$ cat config.mk
export PLATFORM = sky130hd
export DESIGN_NAME = traffic_ctrl_n
export DESIGN_NICKNAME = d
export VERILOG_FILES = /design/src/rtl/traffic_pkg.sv /design/src/rtl/tick_prescaler.sv /design/src/rtl/traffic_ctrl_n.sv
export SDC_FILE = /design/constraint.sdc
export NUM_CORES = 1
export LEC_CHECK = 0
export ABC_AREA = 1
export BUFFER_PORTS_ARGS = -buffer_cell sky130_fd_sc_hd__buf_2
export CAP_MARGIN = 30
export CORE_UTILIZATION = 40
export CTS_BUF_LIST = sky130_fd_sc_hd__clkbuf_2 sky130_fd_sc_hd__clkbuf_4 sky130_fd_sc_hd__clkbuf_8
export CTS_CLUSTER_DIAMETER = 30
export CTS_CLUSTER_SIZE = 14
export DETAILED_ROUTE_END_ITERATION = 8
export HOLD_SLACK_MARGIN = 0.06
export PLACE_DENSITY_LB_ADDON = 0.25
export SLEW_MARGIN = 20
export SYNTH_ARGS = -nofsm -noshare
export SYNTH_HDL_FRONTEND = slang
export SYNTH_SLANG_ARGS = --single-unit
$ cat constraint.sdc
create_clock -name CLK -period 3.9 [get_ports CLK]
set_clock_uncertainty 0.05 [all_clocks]
set_input_delay 0.39 -clock CLK [delete_from_list [all_inputs] [get_ports CLK]]
set_output_delay 0.39 -clock CLK [all_outputs]
set_load 0.01 [all_outputs]
$ cat src/rtl/traffic_pkg.sv
// rtl/traffic_pkg.sv - light codes, controller states and width helper
package traffic_pkg;

  localparam logic [1:0] LIGHT_GREEN  = 2'b00;
  localparam logic [1:0] LIGHT_YELLOW = 2'b01;
  localparam logic [1:0] LIGHT_RED    = 2'b10;
  localparam logic [1:0] LIGHT_OFF    = 2'b11;

  typedef enum logic [1:0] {
    ST_ALLRED = 2'd0,
    ST_GREEN  = 2'd1,
    ST_YELLOW = 2'd2,
    ST_FLASH  = 2'd3
  } state_t;

  // Bits needed to index n values, never less than one.
  function automatic int clog2(input int n);
    int w;
    w = 1;
    while ((1 << w) < n) w++;
    return w;
  endfunction

endpackage

$ cat src/rtl/tick_prescaler.sv
// rtl/tick_prescaler.sv - divides CLK down to a one-cycle tick enable
module tick_prescaler
  import traffic_pkg::*;
#(
  parameter int CLK_HZ  = 16000000,
  parameter int TICK_HZ = 1
) (
  input  logic CLK,
  input  logic reset_n,
  output logic tick
);

  localparam int DIV = CLK_HZ / TICK_HZ;
  localparam int CW  = clog2(DIV);
  localparam logic [CW-1:0] CNT_MAX = CW'(DIV - 1);

  logic [CW-1:0] cnt_q, cnt_d;

  always_comb begin
    cnt_d = (cnt_q == CNT_MAX) ? '0 : cnt_q + CW'(1);
  end

  always_ff @(posedge CLK or negedge reset_n) begin
    if (!reset_n) cnt_q <= '0;
    else          cnt_q <= cnt_d;
  end

  assign tick = (cnt_q == CNT_MAX);

endmodule

$ cat src/rtl/traffic_ctrl_n.sv
// rtl/traffic_ctrl_n.sv - N-way demand-driven traffic-light controller with night flash
module traffic_ctrl_n
  import traffic_pkg::*;
#(
  parameter int N_WAYS    = 2,
  parameter int CLK_HZ    = 16000000,
  parameter int TICK_HZ   = 1,
  parameter int GREEN_MIN = 5,
  parameter int GREEN_MAX = 20,
  parameter int YELLOW_T  = 2,
  parameter int ALLRED_T  = 1,
  localparam int AW       = clog2(N_WAYS)
) (
  input  logic                  CLK,
  input  logic                  reset_n,
  input  logic [N_WAYS-1:0]     sensor,
  input  logic                  night,
  output logic [2*N_WAYS-1:0]   light,
  output logic [AW-1:0]         active_way,
  output logic                  tick
);

  localparam int TMAX_A = (GREEN_MAX > YELLOW_T) ? GREEN_MAX : YELLOW_T;
  localparam int TMAX   = (TMAX_A > ALLRED_T) ? TMAX_A : ALLRED_T;
  localparam int TW     = clog2(TMAX + 1);
  localparam logic [TW-1:0] T_GMIN   = TW'(GREEN_MIN);
  localparam logic [TW-1:0] T_GMAX   = TW'(GREEN_MAX);
  localparam logic [TW-1:0] T_YELLOW = TW'(YELLOW_T);
  localparam logic [TW-1:0] T_ALLRED = TW'(ALLRED_T);

  logic [N_WAYS-1:0]   sens_meta_q, sens_q;
  logic                night_meta_q, night_q;
  state_t              state_q, state_d;
  logic [TW-1:0]       timer_q, timer_d, timer_inc;
  logic [AW-1:0]       active_q, active_d, next_way;
  logic                first_q, first_d;
  logic                lit_q, lit_d;
  logic [2*N_WAYS-1:0] light_q, light_d;
  logic                other, own;

  tick_prescaler #(.CLK_HZ(CLK_HZ), .TICK_HZ(TICK_HZ)) u_prescaler (
    .CLK     (CLK),
    .reset_n (reset_n),
    .tick    (tick)
  );

  always_ff @(posedge CLK or negedge reset_n) begin
    if (!reset_n) begin
      sens_meta_q  <= '0;
      sens_q       <= '0;
      night_meta_q <= 1'b0;
      night_q      <= 1'b0;
    end else begin
      sens_meta_q  <= sensor;
      sens_q       <= sens_meta_q;
      night_meta_q <= night;
      night_q      <= night_meta_q;
    end
  end

  // Round-robin search for the next demanded way after the current owner.
  always_comb begin
    int idx;
    next_way = (int'(active_q) == N_WAYS - 1) ? '0 : active_q + AW'(1);
    for (int k = N_WAYS - 1; k >= 1; k--) begin
      idx = int'(active_q) + k;
      if (idx >= N_WAYS) idx = idx - N_WAYS;
      if (sens_q[idx]) next_way = AW'(idx);
    end
    if (first_q) next_way = '0;
  end

  always_comb begin
    other = 1'b0;
    for (int j = 0; j < N_WAYS; j++) begin
      if (j != int'(active_q) && sens_q[j]) other = 1'b1;
    end
    own       = sens_q[active_q];
    timer_inc = (timer_q == T_GMAX) ? timer_q : timer_q + TW'(1);
  end

  always_comb begin
    state_d  = state_q;
    timer_d  = timer_q;
    active_d = active_q;
    first_d  = first_q;
    lit_d    = lit_q;
    if (tick) begin
      timer_d = timer_inc;
      unique case (state_q)
        ST_ALLRED: begin
          if (timer_inc >= T_ALLRED) begin
            timer_d = '0;
            if (night_q) begin
              state_d = ST_FLASH;
              lit_d   = 1'b1;
            end else begin
              state_d  = ST_GREEN;
              active_d = next_way;
              first_d  = 1'b0;
            end
          end
        end
        ST_GREEN: begin
          if ((timer_inc >= T_GMIN && (night_q || (!own && other))) ||
              (timer_inc == T_GMAX && other)) begin
            state_d = ST_YELLOW;
            timer_d = '0;
          end
        end
        ST_YELLOW: begin
          if (timer_inc >= T_YELLOW) begin
            state_d = ST_ALLRED;
            timer_d = '0;
          end
        end
        ST_FLASH: begin
          // Leaving flash restarts the rotation at way 0.
          if (!night_q) begin
            state_d  = ST_ALLRED;
            timer_d  = '0;
            active_d = '0;
            first_d  = 1'b1;
          end else begin
            lit_d = ~lit_q;
          end
        end
        default: state_d = ST_ALLRED;
      endcase
    end
  end

  always_comb begin
    light_d = {N_WAYS{LIGHT_RED}};
    for (int i = 0; i < N_WAYS; i++) begin
      case (state_d)
        ST_GREEN:  if (AW'(i) == active_d) light_d[2*i +: 2] = LIGHT_GREEN;
        ST_YELLOW: if (AW'(i) == active_d) light_d[2*i +: 2] = LIGHT_YELLOW;
        ST_FLASH:  light_d[2*i +: 2] = !lit_d ? LIGHT_OFF :
                                       (i == 0) ? LIGHT_YELLOW : LIGHT_RED;
        default:   light_d[2*i +: 2] = LIGHT_RED;
      endcase
    end
  end

  always_ff @(posedge CLK or negedge reset_n) begin
    if (!reset_n) begin
      state_q  <= ST_ALLRED;
      timer_q  <= '0;
      active_q <= '0;
      first_q  <= 1'b1;
      lit_q    <= 1'b0;
      light_q  <= {N_WAYS{LIGHT_RED}};
    end else begin
      state_q  <= state_d;
      timer_q  <= timer_d;
      active_q <= active_d;
      first_q  <= first_d;
      lit_q    <= lit_d;
      light_q  <= light_d;
    end
  end

  assign light      = light_q;
  assign active_way = active_q;

endmodule

; After elaboration in Yosys (flattened, before gate mapping)
; Cells that the tools add are included.
[word_totals]
register_bits = 44
input_bits = 5
out_inout_bits = 6
elab_cells = 94
[classes]
n_addsub = 5
n_lt_le_gt_ge = 6
n_eq_ne = 12
muxes = 47
bitwise = 2
reduce_logical = 11
[ops]
columns = operator, n
row1 = "32-bit by 3-bit < comparator with 1-bit output, second input constant", 1
row2 = 32-bit two-way mux, 1
row3 = 5-bit two-way mux, 5
row4 = "24-bit by 1-bit adder with 24-bit output, second input constant", 1
row5 = "24-bit == test, second input constant", 1
row6 = 24-bit two-way mux, 1
row7 = 1-bit two-way mux, 22
row8 = 2-bit two-way mux, 11
row9 = 5-bit one-hot mux with 4 select lines, 1
row10 = 2-bit one-hot mux with 3 select lines, 2
row11 = "5-bit == test, second input constant", 2
row12 = "2-bit == test, second input constant", 4
row13 = 2-bit one-hot mux with 4 select lines, 1
row14 = "2-bit inequality test, second input constant", 3
row15 = 1-bit one-hot mux with 2 select lines, 3
row16 = "5-bit by 1-bit adder with 5-bit output, second input constant", 1
row17 = "5-bit by 1-bit greater-or-equal comparator with 1-bit output, second input constant", 1
row18 = "5-bit by 2-bit greater-or-equal comparator with 1-bit output, second input constant", 1
row19 = "5-bit by 3-bit greater-or-equal comparator with 1-bit output, second input constant", 1
row20 = 1-bit logical AND, 5
row21 = 5-bit AND reduction, 1
row22 = "2-bit by 1-bit == test with 1-bit output, second input constant", 2
row23 = "2-bit by 2-bit subtractor with 3-bit output, second input constant", 1
row24 = "1-bit by 1-bit adder with 2-bit output, second input constant", 1
row25 = other kinds (8), 10

; Logic depth before layout (Yosys ltp)
; Gate-level depths: netlist (run 1).
[depth]
word_depth = 14
mapped_depth = 18
ltp_nobuf = 18

; Cells and area by module
; Synthesis (run 1) repeated with hierarchy kept, for this count alone.
[unflattened]
hier_cells = 332
area_unflattened_um2 = 2687.6
[modules_own_cells]
columns = module, n_inst, cells_per_inst, area_each_um2, seq_area_each_um2
row1 = tick_prescaler, 1, 175, 1370.1, 600.6
row2 = traffic_ctrl_n, 1, 157, 1317.5, 504.2

; Worst setup path after synthesis (run 1)
; Ideal clock, no wire load.
[synth_path]
path_type = reg2reg
start = reg u_prescaler.cnt_q[0]
end = reg u_prescaler.cnt_q[22]
t_arrival_ns = 1.780
path_slack_ns = 1.953
path_stages_with_launch = 13
period_less_slack_ns = 1.947
cell_sequence = dfrtp_1 > ha_1 > nand3_2 > nor3_4 > nand2_4 > nor2_4 > nand4_4 > nor2_4 > nand3_4 > nor3_4 > nand3_1 > nand2_1 > nor2_1
[synth_via]
elab_chain_len = 2
elab_cells_between_ends = 3
cone_classes = add/sub (1) / eq/ne (1) / mux (1)
[synth_lines]
columns = element, line
row1 = start: declaration, tick_prescaler.sv:17  ; logic [CW-1:0] cnt_q, cnt_d;
row2 = start signal: assignment, tick_prescaler.sv:25  ; else cnt_q <= cnt_d;
row3 = 24-bit by 1-bit adder with 24-bit output / 24-bit == test (equally long branches), tick_prescaler.sv:20  ; cnt_d = (cnt_q == CNT_MAX) ? '0 : cnt_q + CW'(1);
row4 = 24-bit two-way mux (*), tick_prescaler.sv:20
row5 = named net u_prescaler.cnt_d[22], tick_prescaler.sv:17
; The timed path passes the listed nets; every way through them passes the cells marked *.
; A chain may end at the register's enable or synchronous reset.

; Final worst setup path (run 1)
[layout_path]
start = reg u_prescaler.cnt_q[0]
end = out tick
[layout_via]
elab_chain_len = 1
[layout_lines]
columns = element, line
row1 = 24-bit == test, tick_prescaler.sv:28  ; assign tick = (cnt_q == CNT_MAX);
row2 = end: declaration, traffic_ctrl_n.sv:20  ; output logic tick
; Every way passes these cells.

==> results.json, run 1 <==
{
  "start_util_pct": 42.0,
  "drive_above_1_share_pct": 14.0,
  "p_leak_nw": 1.41,
  "fin_tns_setup_ns": 0,
  "grt_max_degree": 45,
  "clock_power_share_pct": 42.8,
  "post-cts-setup-buffers": 0,
  "worstPathRequired_ns": 3.46,
  "ys.flop_type": "dfrtp_1",
  "power_switching_mw": 0.177,
  "endpoint_kind": "output pin",
  "postRouteAntennaNets": 0,
  "syn_avg_cell_area_um2": 8.25,
  "antenna_found_initial": 0,
  "worstReg2RegStart": "u_prescaler.cnt_q[0]$_DFF_PN0_",
  "finalSetupViolCount": 0,
  "num_rows": 28,
  "cpMostUsedCell": "nand3_2",
  "nets": 334,
  "cts.sinks": 44,
  "core_region_area_um2": 5990,
  "synthTopCellsByArea": "dfrtp_1, nand2_1, inv_1",
  "yosysSeqAreaShare_pct": 43.9,
  "grt_pass1_wl_um": 8500,
  "holdBufCountCts": 0,
  "first_iter_violations": 92,
  "fmax_mhz": 407,
  "die_x_um": 81.3,
  "yosysMostFrequentCell": "nand2_1",
  "clkSlewWorstSetupHoldPaths_ns": 0.09,
  "place.detailed.hpwl_um": 3640,
  "cp_max_fo": 12,
  "switching_share_pct": 21.4,
  "ys_warn_count": 0,
  "crit_type": "flop to output pin",
  "netlist.top_cell.by_area": "dfrtp_1",
  "pwr-share-comb_pct": 1.7,
  "cts_resized": 0,
  "tightest_slew_ns": 0.680,
  "hold_violations": 0,
  "die_y_um": 81.3,
  "p_int_mw": 0.652,
  "grt_pass1_vias": 1757,
  "pre_cts_ws_ns": 1.58,
  "drc_errors": 0,
  "cts_buffer_depth": 2,
  "cts_root_buf": "clkbuf_8",
  "yosysTopAreaCellShare_pct": 40.8,
  "synthesis.nets": 319,
  "firstDrtPassIters": 4,
  "fin_crit_ns": 2.46,
  "numCtsBuffers": 5,
  "via_count": 1951,
  "place.gp.congestion": 0.876,
  "via_per_inst": 4.93,
  "track_usage_pct": 17.2,
  "fin_cells": 396,
  "slowest_stage": "dfrtp_1",
  "min_period_over_period_pct": 63.0,
  "ys_async_sr_fraction_pct": 100,
  "synth-edff-count": 0,
  "clk_latency_ns": 0.31,
  "worstPathCellList": "ha_1, nand3_2, nor3_4, nand3_2, clkinv_2, buf_2",
  "routed_wl_um": 4870,
  "nFillCells": 576,
  "ys_ff_latch": 44,
  "ios": 11,
  "wl_per_cell_um": 12.3,
  "slowest_delay_ns": 0.38,
  "synth_common_cells": "nand2_1, inv_1, dfrtp_1",
  "drv_slew": 0,
  "syn_inst": 305,
  "status": "finished, final reports clean",
  "crit_start": "u_prescaler.cnt_q[0]$_DFF_PN0_",
  "p_seq_share_pct": 55.5,
  "peakVddDrop_uv": 189,
  "powerDensity_nw_per_um2": 301,
  "crit_path_start_kind": "flop",
  "max_cap_violations": 0,
  "dp_cells": 388,
  "hold_class": "primary input to async pin",
  "dieArea_um2": 6610,
  "grt_remaining_overflow": 0,
  "setup_ws_ns": 1.44,
  "n_antenna_cell": 0,
  "rsz0062_at_grt": "no",
  "max_slew_margin_pct": 54.3,
  "synth_area_um2": 2520,
  "h-tree-depth": 2,
  "p_total_mw": 0.829,
  "io_buffers": 10,
  "crit_arrival_ns": 2.02,
  "area_growth_pct": 9.60,
  "tritoncts": "built",
  "synth_cell_types": 37
}
## final cells by class
| cell class | count | area, µm² | share of cell area [%] |
|---|---|---|---|
| clock buffers | 5 | 68.8 | 2.50 |
| clock inverters | 3 | 42.5 | 1.54 |
| inverters | 52 | 196 | 7.12 |
| multi-input cells | 207 | 1200 | 43.5 |
| flip-flops and latches | 44 | 1100 | 40.1 |
| well taps | 75 | 93.8 | 3.40 |
| repair buffers | 10 | 52.6 | 1.91 |
## worst paths after layout
check / end / slack (ns) / depth (start not counted)
min: u_prescaler.cnt_q[2]$_DFF_PN0_ / 0.01 / 1
max: tick / 1.44 / 6
min in group CLK: sens_meta_q[1]$_DFF_PN0_ / 0.13 / 1
max reg2reg: light[1]$_DFF_PN1_ / 1.57 / 14
min reg2reg: night_q$_DFF_PN0_ / 0.30 / 0
max in group asynchronous: light[1]$_DFF_PN1_ / 3.40 / 1
## metrics by stage
step	utilization [%]	area, µm²	hold WS (ns)
after detailed placement	44.1	2640	0.286
after floorplan	-	2520	0.0444
after global placement	44.1	2640	0.283
after CTS	46.0	2760	0.122
final	46.0	2760	0.0110
after global routing	46.0	2760	0.0621
## power groups by stage
stage / Clock, mW / Combinational [mW] / Sequential, mW
6_report: 0.355 / 0.0143 / 0.460
5_1_grt: 0.387 / 0.0177 / 0.461
4_1_cts: 0.369 / 0.0152 / 0.460
3_5_place_dp: 0 / 0.0150 / 0.469
3_3_place_gp: 0 / 0.0146 / 0.469
2_1_floorplan: 0 / 0.00306 / 0.469
## critical path: cells and delay by family, from the launching register on
family / cells / cell delay, ns
adder cells (fa/ha/maj): 1 / 0.21
AND/OR/NAND/NOR: 3 / 0.73
flip-flops: 1 / 0.38
buffers and inverters: 2 / 0.40
## logic make-up (layout without fill, tap and decap cells)
family | count (synthesis) | after routing | synth area share (%)
DFF | 44 | 44 | 43.9
AOI/OAI and AO/OA | 27 | 27 | 6.17
buffers and inverters | 54 | 70 | 8.45
muxes | 1 | 1 | 0.398
and+or+nand+nor | 159 | 159 | 32.8
xor gates and xnor gates | 11 | 11 | 3.83
adders and majority gates | 9 | 9 | 4.48
## state kept, by name (all words and copies together), names as in the netlist, 2 cells and up
name and flops:
state_q 2, light 4, sens_meta_q 2, u_prescaler.cnt_q 24
timer_q 5, sens_q 2
## layout by cell type, fill, tap and decap left out, types with 2 or more instances in the layout
cell      instances
clkbuf_8          5
clkinv_2          2
inv_2             4
nor2_4            3
and2_1            4
nand2_1          61
nand3_2           3
nand3_1          26
dfrtp_1          41
nand4_1          10
o21ai_0           9
nor3_4            2
ha_1              9
inv_1            47
nor3_1            7
nor4_1            6
dfstp_2           3
buf_2             9
nand2_4           3
o22ai_1           3
xnor2_1           2
nand2_2           3
a21oi_1           9
nor2_1           26
xor2_1            9
## per-layer routing
layer	vias to the layer above	wire, µm	track usage (%)
li1	1015	-	-
met1	884	2560	26.2
met2	44	2020	23.5
met3	8	213	3.71
met4	0	77	6.25
met5	-	0	0
Note: power is estimated with default switching activity, not from simulation.
==> inputs of run 2 (changes only) <==
--- a/config.mk
+++ b/config.mk
@@ -5,7 +5,7 @@
 export SDC_FILE = /design/constraint.sdc
 export NUM_CORES = 1
 export LEC_CHECK = 0
-export ABC_AREA = 1
+export ABC_AREA = 0
 export BUFFER_PORTS_ARGS = -buffer_cell sky130_fd_sc_hd__buf_2
 export CAP_MARGIN = 30
 export CORE_UTILIZATION = 40
==> constraint.sdc (replaced) <==
create_clock -name CLK -period 2.47 [get_ports CLK]
set_clock_uncertainty 0.05 [all_clocks]
set_input_delay 0.247 -clock CLK [delete_from_list [all_inputs] [get_ports CLK]]
set_output_delay 0.247 -clock CLK [all_outputs]
set_load 0.01 [all_outputs]
==> run 2 against run 1 <==
Compared with the run above:
- via count decreased by 7.2%
- the run now ends with negative setup slack left
- first-iteration DRC count increased by 17%
- flip-flop and latch count unchanged
- global-route usage about the same
- critical path depth increased by 1
- largest cell class unchanged
- sequential share of layout area decreased by 2.2 points
- worst setup slack got worse by 1.7 ns
==> results.json, run 2 <==
{
  "grt_remaining_overflow": 0,
  "h-tree-depth": 2,
  "tritoncts": "built",
  "clk_latency_ns": 0.30,
  "ff2ff_setup_slack_ns": -0.27,
  "p_int_mw": 0.987,
  "drv_slew": 0,
  "area_growth_pct": 27.2,
  "violations": "negative setup slack",
  "finalCoreUtilization_pct": 53.0,
  "synthTopCellsByArea": "dfrtp_1, xor2_1, ha_1",
  "worstPathCellList": "or4b_4, or4_4, or2_4, o31ai_2, a21boi_2, or3b_1, a31oi_1",
  "max_slew_margin_pct": 70.9,
  "place.gp.congestion": 0.820,
  "core_region_area_um2": 5510,
  "synth_common_cells": "dfrtp_1, nor2_1, nand2_1",
  "ys.flop_type": "dfrtp_1",
  "ys_ff_latch": 44,
  "mostFrequentLayoutCell": "dfrtp_1",
  "p_seq_share_pct": 58.5,
  "cts.sinks": 44,
  "synthesis.nets": 242,
  "nFillCells": 497,
  "io_buffers": 10,
  "power_switching_mw": 0.258,
  "fin_crit_ns": 2.74,
  "syn_inst": 228,
  "dieArea_um2": 6040,
  "grt_pass1_wl_um": 8020,
  "ios": 11,
  "clkSlewWorstSetupHoldPaths_ns": 0.08,
  "ff_latch_area_um2": 1100,
  "postPlaceCellArea_um2": 2640,
  "tightest_slew_ns": 0.436,
  "largest_register_ffs": 24,
  "track_usage_pct": 17.2,
  "worstPathRequired_ns": 2.64,
  "cts_buffer_depth": 2,
  "mostFrequentLayoutCells": "dfrtp_1, buf_4, nor2_1, nand2_1, xor2_1",
  "status": "finished, violations left",
  "pre_cts_ws_ns": -0.265,
  "wl_per_cell_um": 14.1,
  "grt_pass1_vias": 1780,
  "crit_type": "flop to flop",
  "yosysSeqAreaShare_pct": 48.1,
  "synth_cell_types": 49,
  "pwr-share-comb_pct": 2.4,
  "syn_avg_cell_area_um2": 10.1,
  "min_period_over_period_pct": 111,
  "multi_input_area_um2": 1210,
  "routed_wl_um": 4990,
  "ys_async_sr_fraction_pct": 100,
  "crit_path_start_kind": "flop",
  "n_antenna_cell": 0,
  "nets": 294,
  "via_per_inst": 5.13,
  "hold_violations": 0,
  "postRouteAntennaNets": 0,
  "slowest_delay_ns": 0.54,
  "p_leak_nw": 1.38,
  "cp_max_fo": 2,
  "hold_class": "flop to flop",
  "antenna_found_initial": 0,
  "finalSetupViolCount": 7,
  "clock_power_share_pct": 39.1,
  "endpoint_kind": "flop",
  "setup_ws_ns": -0.268,
  "largest-register": "u_prescaler.cnt_q",
  "synth_area_um2": 2290,
  "via_count": 1810,
  "die_y_um": 77.7,
  "fin_area_um2": 2920,
  "max_cap_violations": 0,
  "yosysMostFrequentCell": "dfrtp_1",
  "peakVddDrop_uv": 237,
  "die_x_um": 77.7,
  "grt_max_degree": 33,
  "place.detailed.hpwl_um": 3360,
  "netlist.top_cell.by_area": "dfrtp_1",
  "synth-edff-count": 0,
  "crit_arrival_ns": 2.91,
  "first_iter_violations": 108,
  "num_rows": 27,
  "switching_share_pct": 20.7,
  "cts_root_buf": "clkbuf_8",
  "yosysTopAreaCellShare_pct": 44.7,
  "slowest_stage": "or4b_4",
  "start_util_pct": 41.7,
  "fmax_mhz": 365,
  "firstDrtPassIters": 4,
  "powerDensity_nw_per_um2": 426,
  "numCtsBuffers": 5,
  "drive_above_1_share_pct": 27.4,
  "drc_errors": 0,
  "rsz0062_at_grt": "yes",
  "ys_warn_count": 0
}
run 2: changes by cell type after synthesis, sizes merged, moves of 6 or more:
cell / before / now
inv: 51 / 14
xor2: 9 / 15
a21oi: 10 / 3
nand2: 67 / 16
nor2: 30 / 23
and3: 0 / 7
nand3: 30 / 15
xnor2: 2 / 8
run 2: worst paths after layout:
| path | depth (start not counted) | endpoint | from |
|---|---|---|---|
| worst max-delay path | 7 | light[1]$_DFF_PN1_ | u_prescaler.cnt_q[16]$_DFF_PN0_ |
| worst min-delay path | 0 | sens_q[1]$_DFF_PN0_ | sens_meta_q[1]$_DFF_PN0_ |
| worst max register to register | 7 | light[1]$_DFF_PN1_ | u_prescaler.cnt_q[16]$_DFF_PN0_ |
| worst min register to register | 0 | sens_q[1]$_DFF_PN0_ | sens_meta_q[1]$_DFF_PN0_ |
| max in group asynchronous | 3 | first_q$_DFFE_PN1P_ | reset_n |
| min in group asynchronous | 2 | timer_q[0]$_DFFE_PN0P_ | reset_n |
run 2: worst max-delay path, delay by kind of cell, from the launching register on:
family          cells  cell delay (ns)
compound gates      3             0.55
flops               1             0.40
simple gates        4             1.67
run 2: area by class of cell:
type	count	share of cell area (%)
timing repair buffer	49	12.4
tap	72	3.09
inverter	14	1.97
sequential	44	37.8
multi-input combinational	166	41.3
clock buffer	8	3.34
run 2: layer usage:
metal	vias to the layer above	track usage, %	wire length [µm]
met4	0	6.42	76
met2	25	28.1	2380
met5	-	0	0
li1	909	-	-
met1	866	22.4	2390
met3	10	3.65	136
run 2: power by group through the flow:
stage	registers [mW]	clock network [mW]	logic, mW
after floorplan	0.741	0	0.00599
after global placement	0.742	0	0.0258
after detailed placement	0.742	0	0.0257
after CTS	0.728	0.502	0.0308
after global routing	0.729	0.533	0.0348
final	0.728	0.486	0.0301
run 2: cells by family after synthesis:
| logic type | count (synthesis) | share of synthesized area, % |
|---|---|---|
| XOR/XNOR | 23 | 8.78 |
| buffers and inverters | 18 | 2.94 |
| AND/OR/NAND/NOR | 101 | 24.5 |
| flip-flops | 44 | 48.1 |
| multiplexers | 5 | 2.29 |
| AO/OA/AOI/OAI | 28 | 8.45 |
| adder cells (fa/ha/maj) | 9 | 4.91 |
run 2: per-stage QoR:
| step | cells | hold slack (ns) | power (mW) | setup TNS, ns |
|---|---|---|---|---|
| global route | 353 | 0.313 | 1.30 | -1.92 |
| global placement | 335 | 0.112 | 0.768 | -0.695 |
| detailed placement | 335 | 0.106 | 0.768 | -0.933 |
| CTS | 350 | 0.307 | 1.26 | -0.718 |
| floorplan | 228 | -0.0986 | 0.747 | -0.376 |
| finish | 353 | 0.297 | 1.24 | -1.25 |
run 2: timing repair:
| item | CTS | global route |
|---|---|---|
| endpoints found under the hold margin | 15 | 0 |
| resized for setup | 12 | 11 |
| pin swaps | 6 | 8 |
| setup endpoints to repair | 13 | 13 |
| buffers inserted | 3 | 4 |
| hold buffers | 4 | 0 |
